<file path="config.mk">
export PLATFORM = sky130hd
export DESIGN_NAME = dco_frac_retune
export DESIGN_NICKNAME = d
export VERILOG_FILES = /design/src/rtl/dco_frac_retune.sv
export SDC_FILE = /design/constraint.sdc
export NUM_CORES = 1
export LEC_CHECK = 0
export ABC_AREA = 1
export CELL_PAD_IN_SITES_DETAIL_PLACEMENT = 1
export CELL_PAD_IN_SITES_GLOBAL_PLACEMENT = 1
export CORE_UTILIZATION = 39
export CTS_BUF_LIST = sky130_fd_sc_hd__clkbuf_16
export CTS_CLUSTER_SIZE = 14
export DETAILED_ROUTE_END_ITERATION = 8
export PLACE_DENSITY_LB_ADDON = 0.1
export SLEW_MARGIN = 20
export SYNTH_ARGS = -nofsm -noshare
export SYNTH_HDL_FRONTEND = slang
export SYNTH_SLANG_ARGS = --single-unit
</file>
<file path="constraint.sdc">
create_clock -name clk -period 6.1 [get_ports clk]
set_input_delay 1.22 -clock clk [delete_from_list [all_inputs] [get_ports clk]]
set_output_delay 1.22 -clock clk [all_outputs]
set_load 0.01 [all_outputs]
</file>
<file path="src/rtl/dco_frac_retune.sv">
// dco_frac_retune: phase-accumulator DCO with fractional wrap and wrap-synchronous retune
module dco_frac_retune #(
  parameter int bit_count = 24,
  parameter int min_value = 0,
  parameter int cnt_bits = 16
) (
  input  logic                 clk,
  input  logic                 rst,
  input  logic                 en,
  input  logic                 load,
  input  logic                 mode_pulse,
  input  logic                 mode_rem,
  input  logic [bit_count-1:0] speed_var,
  input  logic [bit_count-1:0] mod,
  output logic                 signal_out,
  output logic                 wrap_pulse,
  output logic [bit_count-1:0] accum,
  output logic [cnt_bits-1:0]  wrap_count,
  output logic                 upd_pending,
  output logic                 cfg_err
);
  localparam logic [bit_count-1:0] min_v = bit_count'(min_value);
  logic [bit_count-1:0] speed_q, speed_d, mod_q, mod_d, sh_speed_q, sh_speed_d, sh_mod_q, sh_mod_d;
  logic [bit_count-1:0] accum_q, accum_d, rem;
  logic [cnt_bits-1:0]  cnt_q, cnt_d;
  logic                 pend_q, pend_d, sig_q, sig_d, wp_q, wp_d, err_q, err_d;
  logic [bit_count:0]   sum, lim;
  logic                 wrap, bad, apply;
  // next-state: one extra bit of headroom so mod = all-ones still has a reachable limit
  always_comb begin
    sum = {1'b0, accum_q} + {1'b0, speed_q};
    lim = {1'b0, mod_q} + (bit_count + 1)'(1);
    rem = sum[bit_count-1:0] - lim[bit_count-1:0];
    wrap = en && (sum >= lim);
    bad = speed_q > mod_q;
    apply = wrap && pend_q && !load;
    accum_d = !en ? accum_q : !wrap ? sum[bit_count-1:0] : (mode_rem && !bad) ? rem : min_v;
    err_d = err_q | (wrap & mode_rem & bad);
    wp_d = wrap;
    cnt_d = cnt_q + cnt_bits'(wrap);
    sig_d = !en ? sig_q : mode_pulse ? wrap : sig_q ^ wrap;
    sh_speed_d = load ? speed_var : sh_speed_q;
    sh_mod_d = load ? mod : sh_mod_q;
    pend_d = load | (pend_q & ~wrap);
    speed_d = apply ? sh_speed_q : speed_q;
    mod_d = apply ? sh_mod_q : mod_q;
  end
  // state registers; reset loads the live tuning word into both active and shadow
  always_ff @(posedge clk) begin
    if (rst) begin
      accum_q <= min_v;
      cnt_q <= '0;
      pend_q <= 1'b0;
      sig_q <= 1'b0;
      wp_q <= 1'b0;
      err_q <= 1'b0;
      speed_q <= speed_var;
      mod_q <= mod;
      sh_speed_q <= speed_var;
      sh_mod_q <= mod;
    end else begin
      accum_q <= accum_d;
      cnt_q <= cnt_d;
      pend_q <= pend_d;
      sig_q <= sig_d;
      wp_q <= wp_d;
      err_q <= err_d;
      speed_q <= speed_d;
      mod_q <= mod_d;
      sh_speed_q <= sh_speed_d;
      sh_mod_q <= sh_mod_d;
    end
  end
  assign accum = accum_q;
  assign wrap_count = cnt_q;
  assign upd_pending = pend_q;
  assign signal_out = sig_q;
  assign wrap_pulse = wp_q;
  assign cfg_err = err_q;
endmodule
</file>
==> impl_metrics.py <==
metrics = {
    "critical_path": {
        "r2r-start": "speed_q[0]",
        "cp-start-kind": "flip-flop",
        "startpoint": "speed_q[0]",
        "critPathRequiredTime_ns": 6.38,
        "cp.arrival_ns": 5.93,
        "ff2ff_path_depth": 32,
        "critical_path_peak_fanout": 16,
        "rrSetupSlack_ns": 0.45,
        "crit_path_top_delay_cell": "edfxtp_1",
        "critPathMaxStageDelay_ns": 0.41,
        "criticalPathCategory": "flip-flop to flip-flop",
        "r2r-end": "wrap_count[14]",
        "crit_top_cell": "nand2_1",
        "crit_path_end_kind": "flip-flop",
        "endpoint": "wrap_count[14]",
    },
    "cts": {
        "cts-root-buf": "clkbuf_16",
        "path_clk_slew_ns": 0.07,
        "ctsLongestPathBuffers": 2,
        "clock_sinks": 140,
        "htreeDepth": 4,
        "postCtsSetupBuffers": 0,
        "clock_latency_ns": 0.44,
        "cts_tree": "done",
        "cts_made_buffers": 17,
    },
    "logic_synthesis": {
        "synthCells": 1372,
        "synth_seq_cells": 140,
        "synth_top_family_by_area": "simple AND/OR/NAND/NOR gates",
        "synth_ff_type": "edfxtp_1",
        "synth_warnings": 0,
        "synthSimpleGateAreaFrac_pct": 32.8,
        "synth_xor_area_share_pct": 3.52,
        "synth_fa_ha_area_share_pct": 9.96,
        "synth_compound_area_share_pct": 7.80,
        "synth-edff-count": 96,
        "ys_types": 46,
        "synthMuxAreaShare_pct": 0,
        "synth_area_mm2": 0.00995,
        "synth_fp_nets": 1504,
        "synthArstFlopShare_pct": 0,
        "yosysSeqAreaShare_pct": 37.8,
        "syn_avg_cell_area_um2": 7.25,
    },
    "timing": {
        "period_share_pct": 92.6,
        "relSlewSlack_pct": 38.7,
        "worst_clock_skew_ns": 0.0178,
        "finalSetupViolCount": 0,
        "slew_viol_final": 0,
        "setup_tns_ns": 0,
        "tightest_slew_ns": 0.919,
        "fmax_mhz": 177,
        "hold_viol_final": 0,
        "holdWs_ns": 0.461,
        "post-route-min-period_ns": 5.65,
    },
    "layout": {
        "area_growth_pct": 19.3,
        "post-route-util_pct": 47.3,
        "layout-drive-gt1-share_pct": 5.59,
        "fin_nets": 1604,
        "layout_commonest_cell": "nand2_1",
        "final_cell_mix": "nand2_1 (513), inv_1 (181), clkdlybuf4s50_1 (96), edfxtp_1 (96), nor2_1 (91)",
        "antenna_cells": 0,
    },
    "job": {
        "maxCapViolations": 0,
    },
    "pwr": {
        "pwr-share-seq_pct": 22.2,
        "p_per_area_mw_per_mm2": 497,
        "power_switching_mw": 2.96,
        "combPwrFrac_pct": 60.0,
        "ir_worst_vdd_v": 0.000183,
        "p_leak_nw": 5.61,
        "p_int_mw": 2.94,
        "clkPwrFrac_pct": 17.8,
        "swShare_pct": 50.1,
    },
    "placed_design": {
        "place.gp.congestion": 0.961,
        "hpwlAfterDp_um": 25700,
        "io_buffers": 97,
    },
    "detailed_routing": {
        "drc": 0,
        "dr_total_vias": 9189,
        "wirelength_um": 31900,
        "routedWlPerCell_um": 17.6,
        "firstDrtPassIters": 5,
        "ant_nets": 0,
        "drt_iter0_drc": 390,
        "avgViaCountPerCell": 5.06,
    },
    "floorplan": {
        "io_pins": 98,
        "rows": 58,
        "dieArea_mm2": 0.0262,
        "initial_core_util_pct": 39.6,
        "die_h_um": 162,
        "die_w_um": 162,
        "core_mm2": 0.0251,
    },
    "global_route": {
        "grt_pass1_wl_um": 51300,
        "gr-usage-all-layers_pct": 25.7,
        "overflow": 0,
        "antenna_found_initial": 0,
        "grt_max_degree": 81,
        "grt_pass1_vias": 9411,
    },
    "status": {
        "outcome": "complete, no violations",
    },
    "min_path": {
        "hp-class": "flip-flop to flip-flop",
    },
}
[power by group through the flow]
stage,clock network (mW),registers (mW),logic (mW)
global route,1.11,1.32,3.98
finish,1.05,1.31,3.54
CTS,1.08,1.31,3.54
floorplan,0,1.32,2.41
detailed placement,0,1.33,3.51
global placement,0,1.32,3.47
[worst max-delay path, delay by kind of cell, from the launching register on]
kind / cells / cell delay [ns]
AO/OA/AOI/OAI: 1 / 0.22
adder cells (fa/ha/maj): 5 / 1.39
buffers and inverters: 5 / 0.55
flip-flops: 1 / 0.41
AND/OR/NAND/NOR: 21 / 2.91
[area by class of cell]
type | count | area (um^2)
tap | 330 | 413
clock inverter | 15 | 149
sequential | 140 | 3760
inverter | 187 | 707
timing repair buffer | 103 | 1010
clock buffer | 17 | 425
multi-input combinational | 1023 | 5400
fill | 3212 | 13200
[timing repair]
| item | CTS | global route |
|---|---|---|
| hold buffers | 0 | 0 |
| endpoints found under the setup margin | 0 | 3 |
| resized for setup | 0 | 1 |
[cells in the mapped netlist, types with 19 or more instances]
library cell	count	area, um^2
nor3_1	19	95.1
nand3_1	55	275
nand2_1	514	1930
a21oi_1	90	450
ha_1	76	951
dfxtp_1	44	881
edfxtp_1	96	2880
nor2_1	91	342
inv_1	181	679
o21ai_0	30	150
nand4_1	25	156
xor2_1	30	263
[metal layers]
layer	GRT usage, %	wire, um	up-vias
met5	0	0	-
met4	7.63	618	0
met3	3.32	1050	33
met2	42.0	14800	136
met1	35.5	15500	4372
li1	-	-	4648
[flip-flops by register name, indices dropped and copies added (netlist names)]
| name | count |
|---|---|
| speed_q | 24 |
| accum | 24 |
| wrap_count | 16 |
| sh_speed_q | 24 |
| upd_pending | 1 |
| mod_q | 24 |
| sh_mod_q | 24 |
| cfg_err | 1 |
| wrap_pulse | 1 |
| signal_out | 1 |
[worst min path at each step]
stage            start       to  slack, ns  cells after the start
4_1_cts        cfg_err  cfg_err       0.46                      2
6_report       cfg_err  cfg_err       0.46                      2
2_1_floorplan  cfg_err  cfg_err       0.48                      2
3_3_place_gp   cfg_err  cfg_err       0.44                      2
3_5_place_dp   cfg_err  cfg_err       0.45                      2
5_1_grt        cfg_err  cfg_err       0.50                      2
[through the flow]
stage                     std cells  worst slack [ns]  total power [mW]  cell area, um^2
after global placement         1783             0.529              4.79            11300
final                          1815             0.453              5.90            11900
after floorplan                1372             0.579              3.73             9950
after global routing           1815          -0.00516              6.41            11900
after detailed placement       1783             0.419              4.83            11300
after CTS                      1815             0.371              5.93            11900
[logic make-up (layout without fill, tap and decap cells)]
family / Yosys count / after routing
compound gates: 144 / 144
fa+ha+maj: 78 / 78
buf+inv: 209 / 322
xor+xnor: 40 / 40
flops: 140 / 140
simple gates: 761 / 761
No activity file was read; power rests on OpenSTA's default activity.
